$ cat src/rtl/mem_bus_arbiter.sv
// mem_bus_arbiter: round-robin arbiter and access sequencer for the shared
// 8-bit memory/IO bus. One requester is granted per tenure. Each access takes
// two cycles: ACCESS drives the bus, and DONE returns the ack and the read
// data. A locked burst keeps the grant for at most MAX_HOLD accesses.
module mem_bus_arbiter #(
  parameter int N_REQ    = 4,
  parameter int ADDR_W   = 8,
  parameter int DATA_W   = 8,
  parameter int MAX_HOLD = 8
) (
  input  logic                      clk,
  input  logic                      reset,
  input  logic [N_REQ-1:0]          req,
  input  logic [N_REQ-1:0]          lock,
  input  logic [N_REQ-1:0]          req_we,
  input  logic [N_REQ*ADDR_W-1:0]   req_addr,
  input  logic [N_REQ*DATA_W-1:0]   req_wdata,
  output logic [N_REQ-1:0]          grant,
  output logic [N_REQ-1:0]          ack,
  output logic [DATA_W-1:0]         rdata,
  output logic                      bus_en,
  output logic                      bus_we,
  output logic [ADDR_W-1:0]         bus_addr,
  output logic [DATA_W-1:0]         bus_wdata,
  input  logic [DATA_W-1:0]         bus_rdata,
  output logic                      busy
);

  localparam int IDX_W  = (N_REQ > 1) ? $clog2(N_REQ) : 1;
  // One extra value is needed so that MAX_HOLD fits without wrapping.
  localparam int HOLD_W = $clog2(MAX_HOLD + 1);
  localparam logic [HOLD_W-1:0] MAX_HOLD_C = HOLD_W'(MAX_HOLD);

  typedef enum logic [1:0] {
    ST_IDLE   = 2'd0,
    ST_ACCESS = 2'd1,
    ST_DONE   = 2'd2
  } state_t;

  state_t              state_r;
  logic [N_REQ-1:0]    grant_r;
  logic [IDX_W-1:0]    last_r;      // current or most recent winner
  logic [HOLD_W-1:0]   hold_cnt_r;  // accesses so far in this tenure

  logic [IDX_W-1:0]    rr_win_s;
  logic                any_req_s;
  logic                keep_lock_s;

  // The search starts just after 'last' and wraps. The previous winner is
  // visited last, so it wins again only when no other requester is waiting.
  function automatic logic [IDX_W-1:0] rr_pick(
    input logic [N_REQ-1:0] r,
    input logic [IDX_W-1:0] last
  );
    logic [IDX_W-1:0] win;
    logic             found;
    int               idx;
    win   = last;
    found = 1'b0;
    for (int k = 1; k <= N_REQ; k++) begin
      idx = (int'(last) + k) % N_REQ;
      if (!found && r[idx]) begin
        win   = IDX_W'(idx);
        found = 1'b1;
      end else begin
        found = found;
      end
    end
    return win;
  endfunction

  // Turns a requester index into a one-hot grant vector.
  function automatic logic [N_REQ-1:0] onehot(input logic [IDX_W-1:0] idx);
    logic [N_REQ-1:0] v;
    v = '0;
    v[idx] = 1'b1;
    return v;
  endfunction

  // Arbitration decision terms, computed from the current requests and the pointer
  always_comb begin
    rr_win_s    = rr_pick(req, last_r);
    any_req_s   = |req;
    keep_lock_s = lock[last_r] && req[last_r] && (hold_cnt_r < MAX_HOLD_C);
  end

  // Sequencer FSM: IDLE -> ACCESS -> DONE, then back to ACCESS or IDLE
  always_ff @(posedge clk) begin
    if (!reset) begin
      state_r    <= ST_IDLE;
      grant_r    <= '0;
      last_r     <= IDX_W'(N_REQ - 1);
      hold_cnt_r <= '0;
    end else begin
      case (state_r)
        ST_IDLE: begin
          if (any_req_s) begin
            grant_r    <= onehot(rr_win_s);
            last_r     <= rr_win_s;
            hold_cnt_r <= HOLD_W'(1);
            state_r    <= ST_ACCESS;
          end else begin
            state_r    <= ST_IDLE;
          end
        end
        ST_ACCESS: begin
          // req is not sampled here, so an access that has started always completes.
          state_r <= ST_DONE;
        end
        ST_DONE: begin
          if (keep_lock_s) begin
            hold_cnt_r <= hold_cnt_r + HOLD_W'(1);
            state_r    <= ST_ACCESS;
          end else if (any_req_s) begin
            grant_r    <= onehot(rr_win_s);
            last_r     <= rr_win_s;
            hold_cnt_r <= HOLD_W'(1);
            state_r    <= ST_ACCESS;
          end else begin
            grant_r    <= '0;
            hold_cnt_r <= '0;
            state_r    <= ST_IDLE;
          end
        end
        default: begin
          // An unreachable encoding returns the block to a safe idle state.
          grant_r    <= '0;
          hold_cnt_r <= '0;
          state_r    <= ST_IDLE;
        end
      endcase
    end
  end

  // Bus strobes are decoded from the registered state. Address and data
  // come from the granted requester only while in ACCESS.
  always_comb begin
    bus_en    = 1'b0;
    bus_we    = 1'b0;
    bus_addr  = '0;
    bus_wdata = '0;
    if (state_r == ST_ACCESS) begin
      bus_en    = 1'b1;
      bus_we    = req_we[last_r];
      bus_addr  = req_addr[int'(last_r)*ADDR_W +: ADDR_W];
      bus_wdata = req_wdata[int'(last_r)*DATA_W +: DATA_W];
    end else begin
      bus_en    = 1'b0;
    end
  end

  // Completion: ack goes to the held grant in DONE. rdata is forced to 0
  // in every other state.
  always_comb begin
    ack   = '0;
    rdata = '0;
    if (state_r == ST_DONE) begin
      ack   = grant_r;
      rdata = bus_rdata;
    end else begin
      ack   = '0;
    end
  end

  assign grant = grant_r;
  assign busy  = (state_r != ST_IDLE);

endmodule
$ cat config.mk
export PLATFORM = sky130hd
export DESIGN_NAME = mem_bus_arbiter
export DESIGN_NICKNAME = d
export VERILOG_FILES = /design/src/rtl/mem_bus_arbiter.sv
export SDC_FILE = /design/constraint.sdc
export NUM_CORES = 1
export LEC_CHECK = 0
export CAP_MARGIN = 25
export CORE_MARGIN = 8
export CORE_UTILIZATION = 28
export DETAILED_ROUTE_END_ITERATION = 8
export PLACE_DENSITY = 0.87
export SYNTH_ARGS = -nofsm -noshare
export SYNTH_HDL_FRONTEND = slang
export SYNTH_SLANG_ARGS = --single-unit
$ cat constraint.sdc
create_clock -name clk -period 1.7 [get_ports clk]
set_input_delay 0.34 -clock clk [delete_from_list [all_inputs] [get_ports clk]]
set_output_delay 0.34 -clock clk [all_outputs]
set_load 0.005 [all_outputs]
==> summary.md, run 1 <==
| Metric | Value |
|---|---|
| Number of port buffers | 120 |
| CP endpoint | bus_wdata[3] |
| RePlAce Congestion | 0.8625 |
| Reg-to-reg setup timing slack | -0.23 ns |
| Die width | 84.70 um |
| R2r startpoint | last_r[0] |
| Crit share post-route | 118.1% |
| Pwr/cell area | 520.8 mW/mm^2 |
| Vias in the first global route | 2,065 |
| Worst Tran Pin Value | 0.3943 ns |
| Layout area overhead | 147.1% |
| Fin crit period | 2.008 ns |
| Cell Rows | 25 |
| Final nets | 390 |
| Fin Hold WS | 0.5070 ns |
| Clk Latency, worst-skew pair | 0.24 ns |
| # diodes | 0 |
| Share of the synthesized area in the top cell type | 30.68% |
| Post-DP HPWL | 5096 um |
| CTS tree | built |
| Worst Setup SP | last_r[0] |
| Vias/cell | 5.281 |
| Reg-to-reg endpoint | grant[2] |
| Clock Skew | 0.007243 ns |
| DRT Pass-1 Iters | 4 |
| Vias post-DR | 1,880 |
| DIE HEIGHT | 84.70 um |
| Total GRT Usage | 18.86% |
| Fin area | 0.003264 mm^2 |
| Max-cap violation count | 0 |
| Yosys cell types | 36 |
| CP Data Arrival Time | 1.67 ns |
| Placed inst area | 0.002758 mm^2 |
| Sequential-to-total area share from yosys stat | 18.18% |
| ANT nets after route | 0 |
| Mean Syn Cell Area | 9.305 um^2 |
| Total grt overflow | 0 |
| Critical Path Source Type | flip-flop |
| Tot Pwr | 1.700 mW |
| Antenna violations before repair | 0 |
| Status | finished, violations left |
| Max Freq | 0.4981 GHz |
| Synth Cell Area | 0.001321 mm^2 |
| CTS buffer count | 3 |
| Clock Sinks | 12 |
| WP data required | 1.36 ns |
| Cell chosen for the clock root | clkbuf_8 |
| H-tree Lvls | 1 |
| Starting Density | 28.54% |
| Largest net degree at the start of global routing | 14 |
| Most common cell after layout, fill and taps aside | clkdlybuf4s50_1 |
| Most frequent cells in the layout | clkdlybuf4s50_1 (81), buf_4 (29), buf_6 (28) |
| Yosys warning total | 0 |
| Yosys reg bits | 12 |
| Hold buffers post-CTS | 0 |
| Die area | 0.007173 mm^2 |
| Met2 usage | 36.29% |
| Layout cell share with drive strength beyond 1 | 43.05% |
| Synth top area cells | mux4_2 (31%), dfxtp_1 (18%), and3_1 (8.5%) |
| Crit-path max FO | 8 |
| Leak pwr | 1.447 nW |
| Maximum vdd drop | 319.6 uV |
| Clk buf depth | 2 |
| Met3 GRT Util | 3.707% |
| Drc violations | 0 |
| Dominant cell type by area after synthesis | mux4_2 |
| RSZ-0062 raised after global routing | true |
| CP endpoint kind | output pin |
| Io pins | 121 |
| Clk pin slew, worst setup/hold paths | 0.06 ns |
| First-pass GRT wire length | 10,810 um |
| Fin. Hold Viols | 0 |
| Max_slew headroom | 73.61% |
| Setup violators final | 23 |
| DRT iter0 DRCs | 127 |
| Routed wire length | 7216 um |
| Tightest Hold Check Type | reg2reg |
| Gr busiest metal | met2 |
| Per-cell routed wire length | 20.27 um |
| R2R depth | 9 |
| Max-slew violations | 0 |
| Gate Count Post-Synth | 142 |
| Failing checks | setup timing |
| Crit Path Class | reg2out |
| Fin worst setup slack | -0.3077 ns |
| Core Box Area | 0.004629 mm^2 |
| Syn Nets | 229 |
| Met1 GRT Util | 20.36% |
| Setup TNS | -5.149 ns |
state kept, by name, summed over array words and instances (netlist names):
name / cells
last_r: 2
state_r: 2
hold_cnt_r: 4
grant: 4
cell type report:
cell class | instances | area [um^2]
inverters | 5 | 18.77
fillers | 337 | 1365
well taps | 54 | 67.56
repair buffers | 168 | 1629
clock buffers | 4 | 55.05
flip-flops and latches | 12 | 250.2
multi-input cells | 113 | 1244
report_power, final:
group	leakage, nW	total [mW]	internal (mW)	switching (mW)
Combinational	1.32	1.05	0.685	0.364
Clock	0.0288	0.314	0.205	0.109
Sequential	0.0993	0.337	0.308	0.0291
Total	1.45	1.70	1.20	0.503
what timing repair did:
item,CTS,global route
gates cloned,1,0
setup endpoints to repair,40,36
pin swaps,29,6
setup buffers,19,0
gates resized for setup,160,22
metal layers:
layer	part of all wire (%)	vias to the layer above
met2	54	88
met1	39	913
met4	1.4	0
met3	6.2	8
met5	0	-
li1	-	871
Yosys cell counts:
master,count
o21a_1,2
and2_0,1
dfxtp_1,12
ha_1,1
nor2b_1,2
a221o_1,1
o311ai_0,1
or4_1,1
a31oi_1,1
or2_2,3
o21ai_0,1
a21oi_1,4
buf_2,4
and3_1,18
o31ai_1,3
clkbuf_1,8
nand3_1,3
nand3b_1,3
mux4_2,18
nand2_1,6
a32o_1,1
nand2b_1,2
a32oi_1,1
nor2_1,8
o32ai_1,3
nor4_1,2
a2111oi_0,2
a211o_1,1
inv_1,5
or2b_1,2
nor3_1,3
mux2_1,1
nor3b_1,1
and2_1,14
nand4b_1,2
and2b_2,1
cell families (layout without fill, tap and decap cells):
| kind of cell | after synthesis | in the layout | synth area share, % |
|---|---|---|---|
| buffers and inverters | 17 | 177 | 5.209 |
| AOI/OAI and AO/OA | 21 | 21 | 12.03 |
| DFF | 12 | 12 | 18.18 |
| and+or+nand+nor | 72 | 72 | 32.10 |
| muxes | 19 | 19 | 31.53 |
| adders and majority gates | 1 | 1 | 0.9468 |
critical path: stages (launching register included):
cell and delay [ns]:
dfxtp_4 0.39, buf_8 0.15, buf_6 0.10, mux4_2 0.49, and3_4 0.19, buf_6 0.11
how the worst min path moves through the flow:
stage	endpoint	start	slack (ns)	cells past startpoint
after floorplan	hold_cnt_r[2]	hold_cnt_r[2]	0.47	2
after global placement	hold_cnt_r[2]	hold_cnt_r[2]	0.48	2
after detailed placement	hold_cnt_r[2]	hold_cnt_r[2]	0.49	2
after CTS	hold_cnt_r[2]	hold_cnt_r[2]	0.50	2
after global routing	grant[3]	grant[3]	0.53	2
final	grant[3]	grant[3]	0.51	2
metrics by stage:
step           utilization, %  setup slack [ns]  std cells
2_1_floorplan               -           -0.1019        142
3_3_place_gp            59.57           -0.5470        333
3_5_place_dp            59.57           -0.5781        333
4_1_cts                 68.57           -0.2880        357
5_1_grt                 70.51           -0.3506        356
6_report                70.51           -0.3077        356
Power figures use the tool's default switching activity.
==> inputs of run 2 (changes only) <==
--- a/config.mk
+++ b/config.mk
@@ -7,9 +7,9 @@
 export LEC_CHECK = 0
 export CAP_MARGIN = 25
 export CORE_MARGIN = 8
-export CORE_UTILIZATION = 28
+export CORE_UTILIZATION = 31
 export DETAILED_ROUTE_END_ITERATION = 8
-export PLACE_DENSITY = 0.87
+export PLACE_DENSITY = 0.91
 export SYNTH_ARGS = -nofsm -noshare
 export SYNTH_HDL_FRONTEND = slang
 export SYNTH_SLANG_ARGS = --single-unit
==> constraint.sdc (replaced) <==
create_clock -name clk -period 1.9 [get_ports clk]
set_input_delay 0.38 -clock clk [delete_from_list [all_inputs] [get_ports clk]]
set_output_delay 0.38 -clock clk [all_outputs]
set_load 0.005 [all_outputs]
==> summary.md, run 2 (synthesized netlist as in run 1, its figures left out) <==
| Metric | Value |
|---|---|
| Most frequent cells in the layout | clkdlybuf4s50_1 (83), buf_4 (25), buf_6 (21) |
| Clk buf depth | 2 |
| Cell Rows | 23 |
| Number of port buffers | 120 |
| DRT iter0 DRCs | 102 |
| Gr busiest metal | met2 |
| Leak pwr | 1.335 nW |
| CP Data Arrival Time | 1.66 ns |
| H-tree Lvls | 1 |
| Status | finished, violations left |
| Clock Skew | 0.002789 ns |
| Setup TNS | -1.081 ns |
| Maximum vdd drop | 463.7 uV |
| Largest net degree at the start of global routing | 22 |
| Layout area overhead | 134.1% |
| Net Sw Frac | 29.46% |
| Fin. Hold Viols | 0 |
| Hold Path End | grant[1] |
| Starting Density | 32.56% |
| CTS buffer count | 3 |
| RSZ-0062 raised after global routing | true |
| Worst Min Path Start | grant[1] |
| Die area | 0.006607 mm^2 |
| Met2 usage | 39.54% |
| Buf/Inv on CP | 3 |
| CTS tree | built |
| Max Freq | 0.4912 GHz |
| Sequential share of power | 20.9% |
| NetSw | 0.4300 mW |
| Crit-path max FO | 4 |
| R2r startpoint | last_r[0] |
| Die width | 81.29 um |
| Most frequent CP cell | buf_6 |
| Crit share post-route | 107.1% |
| CP delay by family, top | multiplexers |
| Setup violators final | 17 |
| Tightest Hold Check Type | reg2reg |
| Vias post-DR | 1,853 |
| Hold buffers post-CTS | 0 |
| Pre-CTS setup slack | -0.4109 ns |
| Failing checks | setup timing |
| Clock Sinks | 12 |
| Clock share of power | 20.0% |
| Drc violations | 0 |
| Met3 GRT Util | 4.967% |
| RePlAce Congestion | 0.8685 |
| Vias in the first global route | 2,034 |
| # diodes | 0 |
| Total grt overflow | 0 |
| WP data required | 1.52 ns |
| DRT Pass-1 Iters | 4 |
| Pwr/cell area | 471.8 mW/mm^2 |
| Crit-path max cell delay | 0.51 ns |
| Vias/cell | 5.434 |
| Clk Latency, worst-skew pair | 0.25 ns |
| Worst hold path cell count | 2 |
| Internal | 1.029 mW |
| R2R depth | 7 |
| Final nets | 379 |
| CP endpoint kind | output pin |
| DIE HEIGHT | 81.29 um |
| Io pins | 121 |
| Most common cell after layout, fill and taps aside | clkdlybuf4s50_1 |
| CP max stage cell | mux4_2 |
| ANT nets after route | 0 |
| Max_slew headroom | 70.16% |
| Crit Path Class | reg2out |
| Antenna violations before repair | 0 |
| Reg-to-reg endpoint | grant[0] |
| Layout cell share with drive strength beyond 1 | 37.80% |
| Post-DP HPWL | 5152 um |
| Routed wire length | 7406 um |
| Met1 GRT Util | 21.06% |
| Cell chosen for the clock root | clkbuf_8 |
| Max-slew violations | 0 |
| Max-cap violation count | 0 |
| Clk pin slew, worst setup/hold paths | 0.06 ns |
| Reg-to-reg setup timing slack | 0.03 ns |
| Fin crit period | 2.036 ns |
| CP Cell Sequence | buf_6 -> buf_4 -> mux4_2 -> and3_4 -> buf_6 |
| Worst Tran Pin Value | 0.4438 ns |
| First-pass GRT wire length | 10,430 um |
| Core Box Area | 0.004058 mm^2 |
| Fin worst setup slack | -0.1358 ns |
| Total GRT Usage | 20.31% |
| Combinational share of power | 59.1% |
| Critical Path Source Type | flip-flop |
| Per-cell routed wire length | 21.72 um |
| Util after Layout | 76.23% |
-- run 2: per-layer routing --
layer  share of wire [%]  vias up
li1                    -      848
met1                  36      899
met2                  55       94
met3                 7.0       12
met4                 1.5        0
met5                   0        -
-- run 2: worst register-to-register path, stage by stage (launching register included) --
cell and delay [ns]:
dfxtp_4 0.37, buf_6 0.15, buf_6 0.13, nand3b_1 0.20, a2111oi_1 0.51, buf_4 0.21, o31ai_1 0.08, o32ai_2 0.14
-- run 2: worst max-delay path by stage --
stage	from	to	slack [ns]	depth (start not counted)
2_1_floorplan	lock[3]	last_r[1]	0.06	4
3_3_place_gp	lock[0]	last_r[1]	-0.37	5
3_5_place_dp	req[3]	last_r[1]	-0.41	5
4_1_cts	last_r[0]	bus_wdata[5]	-0.13	5
5_1_grt	last_r[0]	bus_we	-0.17	5
6_report	last_r[0]	bus_wdata[0]	-0.14	5
-- run 2: timing repair --
item,in CTS,in global routing
cloned,2,1
hold endpoints to repair,0,0
setup endpoints to repair,38,30
setup buffers,6,1
resized for setup,140,19
pin swaps,23,8
-- run 2: power by group through the flow --
stage,clock [mW],sequential [mW],combinational [mW]
finish,0.292,0.305,0.862
global route,0.306,0.308,0.908
CTS,0.290,0.301,0.841
detailed placement,0,0.301,0.742
global placement,0,0.300,0.721
floorplan,0,0.290,0.319
-- run 2: metrics by stage --
step                hold WS, ns  total power [mW]  instances  area (um^2)
floorplan                0.4682            0.6095        142         1321
global placement         0.4751             1.021        330         2785
detailed placement       0.4802             1.043        330         2785
CTS                      0.4928             1.433        341         3044
global route             0.5264             1.522        341         3093
finish                   0.4953             1.459        341         3093
-- run 2: final cells by class --
class	instances	area, um^2
inverter	5	21.27
timing repair buffer	157	1553
fill	258	964.7
sequential	12	252.7
multi-input combinational	113	1149
clock buffer	4	55.05
tap	50	62.56
==> inputs of run 3 (changes only) <==
--- a/config.mk
+++ b/config.mk
@@ -8,6 +8,7 @@
 export CAP_MARGIN = 25
 export CORE_MARGIN = 8
 export CORE_UTILIZATION = 31
+export CTS_CLUSTER_SIZE = 8
 export DETAILED_ROUTE_END_ITERATION = 8
 export PLACE_DENSITY = 0.91
 export SYNTH_ARGS = -nofsm -noshare
==> results of run 3 <==
Final layout, timing and power as in run 2 (identical DEF).
==> RTL change: new RTL, settings of run 3 <==
Re-encode `state_t` (3 states) as one-hot, 3 bits wide.
--- a/src/rtl/mem_bus_arbiter.sv
+++ b/src/rtl/mem_bus_arbiter.sv
@@ -31,10 +31,10 @@
   localparam int HOLD_W = $clog2(MAX_HOLD + 1);
   localparam logic [HOLD_W-1:0] MAX_HOLD_C = HOLD_W'(MAX_HOLD);
 
-  typedef enum logic [1:0] {
-    ST_IDLE   = 2'd0,
-    ST_ACCESS = 2'd1,
-    ST_DONE   = 2'd2
+  typedef enum logic [2:0] {
+    ST_IDLE   = 3'b001,
+    ST_ACCESS = 3'b010,
+    ST_DONE   = 3'b100
   } state_t;
 
   state_t              state_r;
Formal check against the unedited RTL: same outputs for any inputs over 4 cycles, from zero or initial values and one cycle with reset low; so few cycles prove little.
==> RTL change against run 3 <==
  * The run still ends with setup timing left
  * Cell count is 3.2% higher
  * Final area is 1.5% lower
  * Power is 29% higher
  * Hold slack worse by 0.026 ns
  * Area after synthesis is 2.8% higher
  * Setup slack better by 0.022 ns
  * Clock power is 14% lower
  * Critical endpoint is now bus_addr[7]
  * Register-to-register slack worse by 0.11 ns
  * Clock skew hardly changed
  * Utilization is 5.3 points lower
  * Wire length is 8.7% lower
  * Sequential cell count is 1 higher
  * Non-clock buffer count is 8 higher
==> RTL change: results (changes against run 3) <==
Place WS -0.374 ns (+0.0369 ns); Final WS setup -0.114 ns (+0.0222 ns); Vias per Instance 5.21 (-4.1%); Routed met2 length 3.86 mm (-5.7%); r2r worst-path depth 5 (-2); commonest cells in the netlist nor2b_1 (21), mux4_2 (18), and2_1 (16); Arrival @ worst endpoint 1.63 ns (-0.03 ns); crit path to bus_addr[7]; Placed Area 2800 sq um (+0.58%); final number of setup-violating endpoints 16 (-1); failing checks setup timing; met3 Track Usage GR 0.0433 (-0.00638); Mapped Avg Cell Area 9.64 sq um (+3.6%); GR Util met1 0.195 (-0.0154); Avg WL per Cell 19.2 um (-12%); dominant cells by area after synthesis mux4_2 (30%), dfxtp_1 (19%), nor2b_1 (9.7%); Hold Crit Endpoint hold_cnt_r[1]; worst vdd ir 348 uV (-25%); vias in the first global route 2,010 (-1.2%); # fillers 321 (+24%); crit-path max FO 8 (+4); RR Endpoint last_r[1]; Post-DP HPWL 4.90 mm (-4.9%); met1 wire length 2.29 mm (-15%); post-synth cell types 38 (+5.6%); met3 wire length 399 um (-23%); layout cells sized above 1 0.370 (-0.00801); routability cong. 0.799 (-8.0%); Finished Core Util 0.709 (-0.0530); GR Layer Usage met2 0.356 (-0.0391); Worst Clk Skew 0.00249 ns (-0.000298 ns); worst hold start hold_cnt_r[1]; R2R Setup Slk -0.08 ns (-0.11 ns); syn_nets 228 (-0.44%); status finished, violations left; worst hold slack 0.470 ns (-0.0255 ns)
RTL change: cell type report:
type                            instances  area share
Clock buffer                            4      0.0148
Inverter                                5     0.00616
Multi-Input combinational cell        113       0.369
Sequential cell                        13      0.0879
Tap cell                               52      0.0214
Timing Repair Buffer                  165       0.501
RTL change: report_power, final:
group | internal (mW) | switching [mW]
clock | 0.148 | 0.102
combinational | 0.833 | 0.448
sequential | 0.315 | 0.0400
RTL change: kinds of logic (layout without fill, tap and decap cells):
group,Yosys count,after routing,synth area share
compound gates,17,17,0.0893
buf+inv,15,174,0.0460
flops,13,13,0.192
xor+xnor,2,2,0.0129
fa+ha+maj,1,1,0.00921
simple gates,72,72,0.330
mux,21,21,0.321
RTL change: what timing repair did:
action / in CTS / in global routing
endpoints found under the setup margin: 38 / 35
cloned: 2 / 0
pin swaps: 4 / 4
gates resized for setup: 135 / 24
buffers inserted: 15 / 4
